[src/rtl/spi_burst_stash.sv]
// Byte-burst sequencer upstream of an SPI master: TX/RX byte stashes, one frame in flight at a time,
// chip select held across the whole burst.
module spi_burst_stash #(
  parameter int DATA_W      = 8,
  parameter int DEPTH       = 16,
  parameter int PTR_W       = 4,
  parameter int GAP_CYC     = 4,
  parameter int TIMEOUT_CYC = 1024
) (
  input  logic              CTRL_CLK,
  input  logic              RST,
  input  logic              HOST_WR_EN,
  input  logic [DATA_W-1:0] HOST_WR_DATA,
  output logic              TX_FULL,
  output logic [PTR_W:0]    TX_LEVEL,
  input  logic              GO,
  input  logic              HOST_RD_EN,
  output logic [DATA_W-1:0] HOST_RD_DATA,
  output logic              RX_EMPTY,
  output logic [PTR_W:0]    RX_LEVEL,
  output logic              BUSY,
  output logic              BURST_DONE,
  output logic              ERR_TIMEOUT,
  output logic              RX_OVF,
  input  logic              CLR_ERR,
  output logic              XFER_START,
  output logic [DATA_W-1:0] MOSI_data,
  input  logic              XFER_DONE,
  input  logic [DATA_W-1:0] MISO_data,
  output logic              CS_HOLD
);

  localparam int GAP_W = $clog2(GAP_CYC + 1);
  localparam int TO_W  = $clog2(TIMEOUT_CYC);
  localparam logic [PTR_W:0] FULL_LVL = (PTR_W+1)'(DEPTH);

  typedef enum logic [2:0] {S_IDLE, S_LOAD, S_ISSUE, S_WAIT, S_GAP, S_FINISH} state_t;

  state_t state, next_state;

  logic [DATA_W-1:0] tx_mem [DEPTH];
  logic [DATA_W-1:0] rx_mem [DEPTH];
  logic [PTR_W-1:0]  tx_wr_ptr, tx_rd_ptr, rx_wr_ptr, rx_rd_ptr;
  logic [PTR_W:0]    tx_level, rx_level, remaining, tx_flush;
  logic [GAP_W-1:0]  gap_cnt;
  logic [TO_W-1:0]   to_cnt;
  logic              go_ok, tx_push, tx_pop, done_seen, timeout_hit;
  logic              rx_full, rx_pop, rx_push, rx_drop;

  assign TX_LEVEL = tx_level;
  assign RX_LEVEL = rx_level;
  assign TX_FULL  = (tx_level == FULL_LVL);
  assign RX_EMPTY = (rx_level == '0);
  assign rx_full  = (rx_level == FULL_LVL);
  assign HOST_RD_DATA = RX_EMPTY ? '0 : rx_mem[rx_rd_ptr];

  assign go_ok       = (state == S_IDLE) && GO && (tx_level != '0);
  assign tx_push     = HOST_WR_EN && !TX_FULL;
  assign tx_pop      = (state == S_LOAD);
  assign done_seen   = (state == S_WAIT) && XFER_DONE;
  assign timeout_hit = (state == S_WAIT) && !XFER_DONE && (to_cnt == TO_W'(TIMEOUT_CYC - 1));
  // On timeout the in-flight byte is already gone; only the not-yet-loaded rest of the burst is flushed.
  assign tx_flush    = timeout_hit ? (remaining - (PTR_W+1)'(1)) : '0;
  assign rx_pop      = HOST_RD_EN && !RX_EMPTY;
  assign rx_push     = done_seen && (!rx_full || rx_pop);
  assign rx_drop     = done_seen && rx_full && !rx_pop;

  always_ff @(posedge CTRL_CLK) begin
    if (RST) state <= S_IDLE;
    else     state <= next_state;
  end

  always_comb begin
    next_state = state;
    case (state)
      S_IDLE:   if (go_ok) next_state = S_LOAD;
      S_LOAD:   next_state = S_ISSUE;
      S_ISSUE:  next_state = S_WAIT;
      S_WAIT: begin
        if (XFER_DONE)        next_state = (remaining == (PTR_W+1)'(1)) ? S_FINISH : S_GAP;
        else if (timeout_hit) next_state = S_FINISH;
      end
      S_GAP:    if (gap_cnt == GAP_W'(GAP_CYC - 1)) next_state = S_LOAD;
      S_FINISH: next_state = S_IDLE;
      default:  next_state = S_IDLE;
    endcase
  end

  always_comb begin
    BUSY       = 1'b0;
    CS_HOLD    = 1'b0;
    XFER_START = 1'b0;
    BURST_DONE = 1'b0;
    case (state)
      S_LOAD, S_WAIT, S_GAP: begin BUSY = 1'b1; CS_HOLD = 1'b1; end
      S_ISSUE:  begin BUSY = 1'b1; CS_HOLD = 1'b1; XFER_START = 1'b1; end
      S_FINISH: begin BUSY = 1'b1; BURST_DONE = 1'b1; end
      default:  ;
    endcase
  end

  always_ff @(posedge CTRL_CLK) begin
    if (tx_push) tx_mem[tx_wr_ptr] <= HOST_WR_DATA;
    if (rx_push) rx_mem[rx_wr_ptr] <= MISO_data;
  end

  always_ff @(posedge CTRL_CLK) begin
    if (RST) begin
      tx_wr_ptr   <= '0;
      tx_rd_ptr   <= '0;
      tx_level    <= '0;
      rx_wr_ptr   <= '0;
      rx_rd_ptr   <= '0;
      rx_level    <= '0;
      remaining   <= '0;
      gap_cnt     <= '0;
      to_cnt      <= '0;
      MOSI_data   <= '0;
      ERR_TIMEOUT <= 1'b0;
      RX_OVF      <= 1'b0;
    end else begin
      tx_wr_ptr <= tx_wr_ptr + PTR_W'(tx_push);
      tx_rd_ptr <= tx_rd_ptr + PTR_W'(tx_pop) + tx_flush[PTR_W-1:0];
      tx_level  <= tx_level + (PTR_W+1)'(tx_push) - (PTR_W+1)'(tx_pop) - tx_flush;
      rx_wr_ptr <= rx_wr_ptr + PTR_W'(rx_push);
      rx_rd_ptr <= rx_rd_ptr + PTR_W'(rx_pop);
      rx_level  <= rx_level + (PTR_W+1)'(rx_push) - (PTR_W+1)'(rx_pop);

      if (go_ok)          remaining <= tx_level;
      else if (done_seen) remaining <= remaining - (PTR_W+1)'(1);

      if (tx_pop) MOSI_data <= tx_mem[tx_rd_ptr];

      gap_cnt <= (state == S_GAP) ? gap_cnt + GAP_W'(1) : '0;

      if (state == S_ISSUE)     to_cnt <= '0;
      else if (state == S_WAIT) to_cnt <= to_cnt + TO_W'(1);

      if (timeout_hit)  ERR_TIMEOUT <= 1'b1;
      else if (CLR_ERR) ERR_TIMEOUT <= 1'b0;

      if (rx_drop)      RX_OVF <= 1'b1;
      else if (CLR_ERR) RX_OVF <= 1'b0;
    end
  end

endmodule

[config.mk]
export PLATFORM = sky130hd
export DESIGN_NAME = spi_burst_stash
export DESIGN_NICKNAME = d
export VERILOG_FILES = /design/src/rtl/spi_burst_stash.sv
export SDC_FILE = /design/constraint.sdc
export NUM_CORES = 1
export LEC_CHECK = 0
export ABC_AREA = 1
export BUFFER_PORTS_ARGS = -buffer_cell sky130_fd_sc_hd__buf_2
export CORE_MARGIN = 5
export CORE_UTILIZATION = 56
export CTS_CLUSTER_DIAMETER = 80
export DETAILED_ROUTE_END_ITERATION = 7
export PLACE_DENSITY = 0.71
export SYNTH_ARGS = -nofsm -noshare
export SYNTH_HDL_FRONTEND = slang
export SYNTH_SLANG_ARGS = --single-unit
[constraint.sdc]
create_clock -name CTRL_CLK -period 3.3 [get_ports CTRL_CLK]
set_input_delay 0.33 -clock CTRL_CLK [delete_from_list [all_inputs] [get_ports CTRL_CLK]]
set_output_delay 0.33 -clock CTRL_CLK [all_outputs]
set_load 0.1 [all_outputs]
-- After elaboration in Yosys (flattened, before gate mapping)
Memory sizes are Yosys's and may differ from the RTL's. A register that Yosys moved wholly into a read port is not among the register bits.
Cells that the tools add are included.
- add/sub/neg operators: 13
- eq/ne operators: 13
- mux-type cells: 22
- bitwise logic cells: 1
- reductions and logical operators: 27
- operators by type and width (cell ; count):
    adder 4 x 1 -> 4 bit ; 4
    two-way mux 5 bit ; 3
    case mux 3 bit (5 select lines) ; 1
    two-way mux 1 bit ; 12
    two-way mux 3 bit ; 4
    adder 10 x 1 -> 10 bit, second input constant ; 1
    adder 5 x 1 -> 5 bit ; 2
    == test 10 bit, second input constant ; 1
    == test 5 bit, second input constant ; 2
    logical AND 1 bit ; 10
    subtractor 5 x 1 -> 5 bit ; 2
    == test 3 x 2 -> 1 bit, second input constant ; 3
    two-way mux 8 bit ; 1
    == test 3 bit, second input constant ; 2
    nonzero test 2 bit ; 3
    == test 5 x 1 -> 1 bit, second input constant ; 1
    zero test 1 bit ; 5
    zero test 5 bit ; 1
    nonzero test 5 bit ; 1
    OR reduction 5 bit ; 1
    subtractor 5 x 1 -> 5 bit, second input constant ; 1
    subtractor 5 bit ; 1
    adder 4 bit ; 1
    two-way mux 4 bit ; 1
    other kinds (10) ; 12
- register bits after elaboration: 49
- RAM bits: 256
- input bits: 23
- logic and storage cells: 90
- memories kept: 2
- output and inout port bits: 34
- memory list (memory ; depth ; bits a word ; rd ports ; clocked after Yosys merged registers in ; wr ports ; RTL line ; text):
    rx_mem ; 16 ; 8 ; 1 ; 1 ; 1 ; 42 ; logic [DATA_W-1:0] rx_mem [DEPTH];
    tx_mem ; 16 ; 8 ; 1 ; 1 ; 1 ; 41 ; logic [DATA_W-1:0] tx_mem [DEPTH];

-- Depth between registers and ports, before layout
- depth in word-level cells: 7
- mapped depth: 19

-- Worst setup path before layout
OpenSTA, ideal clock, no wires.
- path type: reg-to-output
- from: register rx_level[3], in the netlist RX_LEVEL[3]
- to: output HOST_RD_DATA[0]
- stages on the path, launching flop included: 6
- data arrival time: 3.618 ns
- slack: -0.648 ns
- buffers on the path: 0
- data required time: 2.970 ns
- path through: dfxtp_1 inv_1 ha_1 nand2_1 nor2_1 a21oi_1
- word-level cells in the longest chain between the ends: 2
- RTL lines (what ; RTL line ; text):
    from (decl) ; 44 ; logic [PTR_W:0] tx_level, rx_level, remaining, tx_flush;
    from (signal assigned) ; 127 ; rx_level <= rx_level + (PTR_W+1)'(rx_push) - (PTR_W+1)'(rx_pop);
    zero test 5 bit ; 53 ; assign RX_EMPTY = (rx_level == '0);
    named net RX_EMPTY ; 19 ; output logic RX_EMPTY,
    two-way mux 8 bit ; 55 ; assign HOST_RD_DATA = RX_EMPTY ? '0 : rx_mem[rx_rd_ptr];
    to (decl) ; 18 ; output logic [DATA_W-1:0] HOST_RD_DATA,
The timed path passes the listed nets, and every way through them passes these cells.

-- Final worst setup path
- from: register to_cnt[0]
- to: register tx_level[3], in the netlist TX_LEVEL[3]
- word-level cells in the longest chain between the ends: 4
- RTL lines (what ; RTL line ; text):
    from (decl) ; 46 ; logic [TO_W-1:0] to_cnt;
    from (signal assigned) ; 137 ; else if (state == S_WAIT) to_cnt <= to_cnt + TO_W'(1);
    == test 10 bit ; 61 ; assign timeout_hit = (state == S_WAIT) && !XFER_DONE && (to_cnt == TO_W'(TIMEOUT_CYC - 1));
    logical AND 1 bit ; 61 ;
    two-way mux 5 bit ; 63 ; assign tx_flush = timeout_hit ? (remaining - (PTR_W+1)'(1)) : '0;
    subtractor 5 bit ; 124 ; tx_level <= tx_level + (PTR_W+1)'(tx_push) - (PTR_W+1)'(tx_pop) - tx_flush;
    to (signal assigned) ; 124 ;
    to (decl) ; 44 ;
No other way between the ends.
A chain may end at the register's enable or synchronous reset.

==> key figures <==
CTS
  – Root Driver: clkbuf_16
  – Resize count post-CTS: 0
  – Hold-fix buffers, CTS: 0
  – Inserted Clock Buffers: 31
  – CTS clk-pin slew, worst paths: 0.06 ns
  – H-tree levels: 1
  – Longest Clk Path Bufs: 3
  – CTS tree: built
  – Setup bufs post-CTS: 0
  – Skew-Pair Late Insertion Delay: 0.56 ns
  – CTS Sinks: 313

Critical path
  – Crit Path Class: flop to flop
  – Setup crit end kind: flop
  – R2R Path Start: to_cnt[0]$_SDFFE_PP0N_
  – Worst r2r dst: TX_LEVEL[3]$_SDFF_PP0_
  – R2R setup slack: 0.27 ns
  – CP Max Fanout: 5
  – WP data required: 3.74 ns
  – Critical Path AT: 3.46 ns
  – Reg2Reg Depth: 15
  – Critical Path Start Type: flop

Logic synthesis
  – Avg Inst Size Synth: 10.0 um2
  – Leading area contributor after synthesis: edfxtp_1
  – Yosys reg bits: 313
  – Most frequent cell after synthesis: nand2_1
  – Syn nets: 1417
  – Post-Synthesis Cells: 1362
  – EDFF count, synth: 256
  – Main synth FF type: edfxtp_1
  – Seq/Total Area, Yosys: 64.7%
  – FFs w/ async S/R, synth: 0%
  – Synth top area share: 56.4%
  – Post-synth top cells: 422 x nand2_1, 256 x edfxtp_1, 204 x nand3_1
  – Synth area leaders: edfxtp_1 56%, nand2_1 12%, dfxtp_1 8.4%, nand3_1 7.5%, inv_1 4.0%
  – Yosys Warn Count: 0
  – Distinct cells, synth: 34
  – Synth Cell Area: 13600 um2

Power
  – Clock Power Share: 26.9%
  – Part of the power in combinational logic: 36.0%
  – P_leak: 6.25 nW
  – P_int: 7.62 mW
  – Power Dens Cells: 819 nW/um2
  – Switching Share: 39.4%
  – Flop pwr share: 37.0%
  – Switching pwr: 4.95 mW
  – Overall Power: 12.6 mW
  – Worst vdd ir: 0.898 mV

Placed design
  – DP Worst Slack: 0.260 ns
  – PortBufs: 56
  – Routability Congestion: 0.840
  – Area post-placement: 14400 um2
  – Placed wire-length estimate: 18900 um

Floorplanning
  – Top Ports: 57
  – Die Y: 166 um
  – Core region area: 24200 um2
  – Initial core utilization: 56.4%
  – Die width: 166 um
  – Die area: 27600 um2
  – Row count: 57

Hold path
  – WHS Path Cells: 4
  – HP Start: CLR_ERR
  – Hold path endpoint: RX_OVF$_SDFFE_PP0P_
  – Worst min path class: input port to flop

Global routing
  – First-pass GRT wire length: 48200 um
  – Vias in the first global route: 9079
  – Initial antenna violation count: 0
  – Met3 Track Usage GR: 2.76%
  – Largest net degree at the start of global routing: 65
  – Grt peak-use layer: met2
  – Global route overflow: 0
  – Met1 global-route usage: 30.7%
  – Met2 Use GR: 35.1%
  – GRT Total Usage: 21.4%

STA
  – Slew margin rel.: 23.2%
  – Final Hold Fails: 0
  – RSZ-0062 raised after global routing: no
  – Setup Skew: 0.0134 ns
  – Period utilization: 91.7%
  – Slew Limit Fails: 0
  – Final setup violation count: 0
  – Final worst-path setup slack: 0.275 ns
  – Total Neg Setup Slack: 0 ns
  – Min cycle time layout: 3.03 ns
  – Fmax: 331 MHz
  – Worst Tran Pin Value: 1.15 ns

Layout
  – Area growth, synth to finish: 12.5%
  – Nets: 1469
  – Finished Cell Area: 15400 um2
  – ANT cells: 0
  – Final Util: 63.5%
  – Layout cell share with drive strength beyond 1: 9.52%
  – Fillers: 1934

Detailed routing
  – Post-Route WL: 29900 um
  – Drt pass-1 iters: 5
  – Vias: 9421
  – Detailed router's first-iteration violation count: 818
  – Post-route DRC violation count: 0
  – Routed length per instance: 16.9 um
  – Post-route antenna net violation count: 0
  – Post-DR vias/cell: 5.34

Job
  – Max Cap Viol: 0

Outcome
  – Status: completed
-- flip-flops by register name (all words and copies together), names as in the netlist, 5 cells and up --
register / flops
rx_mem: 128
TX_LEVEL: 5
remaining: 5
RX_LEVEL: 5
tx_mem: 128
MOSI_data: 8
to_cnt: 10
-- stage by stage --
step,hold WS (ns),std cells
floorplan,0.399,1362
global placement,0.408,1705
detailed placement,0.428,1705
CTS,0.0290,1763
global route,0.0484,1763
finish,0.0509,1763
-- power groups by stage --
| stage | Combinational (mW) | Clock [mW] | Sequential (mW) |
|---|---|---|---|
| final | 4.53 | 3.38 | 4.66 |
| after global routing | 4.96 | 3.59 | 4.68 |
| after CTS | 4.55 | 3.43 | 4.66 |
| after detailed placement | 4.52 | 0 | 4.74 |
| after global placement | 4.44 | 0 | 4.73 |
| after floorplan | 2.77 | 0 | 5.30 |
-- routing by layer --
metal | vias to the layer above | wire length [um]
met5 | - | 0
met4 | 0 | 631
met3 | 49 | 1810
met2 | 286 | 14300
met1 | 4488 | 13100
li1 | 4598 | -
-- worst max-delay path, cell delays in order, from the launching register on --
cell and delay (ns):
dfxtp_1 0.42, ha_1 0.22, nand2_1 0.07, nor2_1 0.12
nand3b_1 0.13, inv_1 0.09, nand2_1 0.14, nor2_2 0.20
fa_1 0.20, inv_1 0.05, fa_1 0.49, ha_1 0.17
inv_1 0.07, fa_1 0.37, xor2_1 0.14, nor2_1 0.05
-- worst max path at each step --
stage / from / to / slack [ns] / depth (start not counted)
final: to_cnt[0]$_SDFFE_PP0N_ / TX_LEVEL[3]$_SDFF_PP0_ / 0.27 / 15
after global routing: to_cnt[0]$_SDFFE_PP0N_ / TX_LEVEL[4]$_SDFF_PP0_ / 0.03 / 19
after CTS: to_cnt[0]$_SDFFE_PP0N_ / TX_LEVEL[3]$_SDFF_PP0_ / 0.19 / 15
after detailed placement: to_cnt[0]$_SDFFE_PP0N_ / TX_LEVEL[3]$_SDFF_PP0_ / 0.26 / 15
after global placement: to_cnt[0]$_SDFFE_PP0N_ / TX_LEVEL[3]$_SDFF_PP0_ / 0.35 / 15
after floorplan: RX_LEVEL[2]$_SDFF_PP0_ / HOST_RD_DATA[0] / -0.32 / 5
-- cell type report --
class,instances,area [um2],area share [%]
clock inverter,18,145,0.945
inverter,152,571,3.72
clock buffer,40,840,5.47
timing repair buffer,73,553,3.60
tap,324,405,2.64
multi-input combinational,843,4010,26.1
sequential,313,8830,57.5
-- kinds of logic (layout without fill, tap and decap cells) --
kind of cell    Yosys count  after routing  share of synthesized area (%)
flops                   313            313                           64.7
simple gates            737            737                           22.7
buf+inv                 206            283                           5.94
xor+xnor                 17             17                           1.09
compound gates           57             57                           2.28
fa+ha+maj                32             32                           3.27
-- cell usage in the layout (no fill, tap or decap), types with 2 or more instances in the layout --
master	n
nand2_1	422
edfxtp_1	256
nand3_1	204
inv_1	146
nor2_1	91
dfxtp_1	55
buf_2	48
clkbuf_16	31
a21oi_1	30
ha_1	26
o21ai_0	15
buf_4	15
xor2_1	11
buf_12	10
clkinv_2	9
o21a_1	8
xnor2_1	6
clkinv_1	6
fa_1	6
clkbuf_1	6
nand4_1	4
inv_2	4
nor2_2	4
clkbuf_8	3
nor3_1	2
nand3b_1	2
nand3_2	2
bufinv_16	2
dfxtp_2	2
No activity file was read; power rests on OpenSTA's default activity.
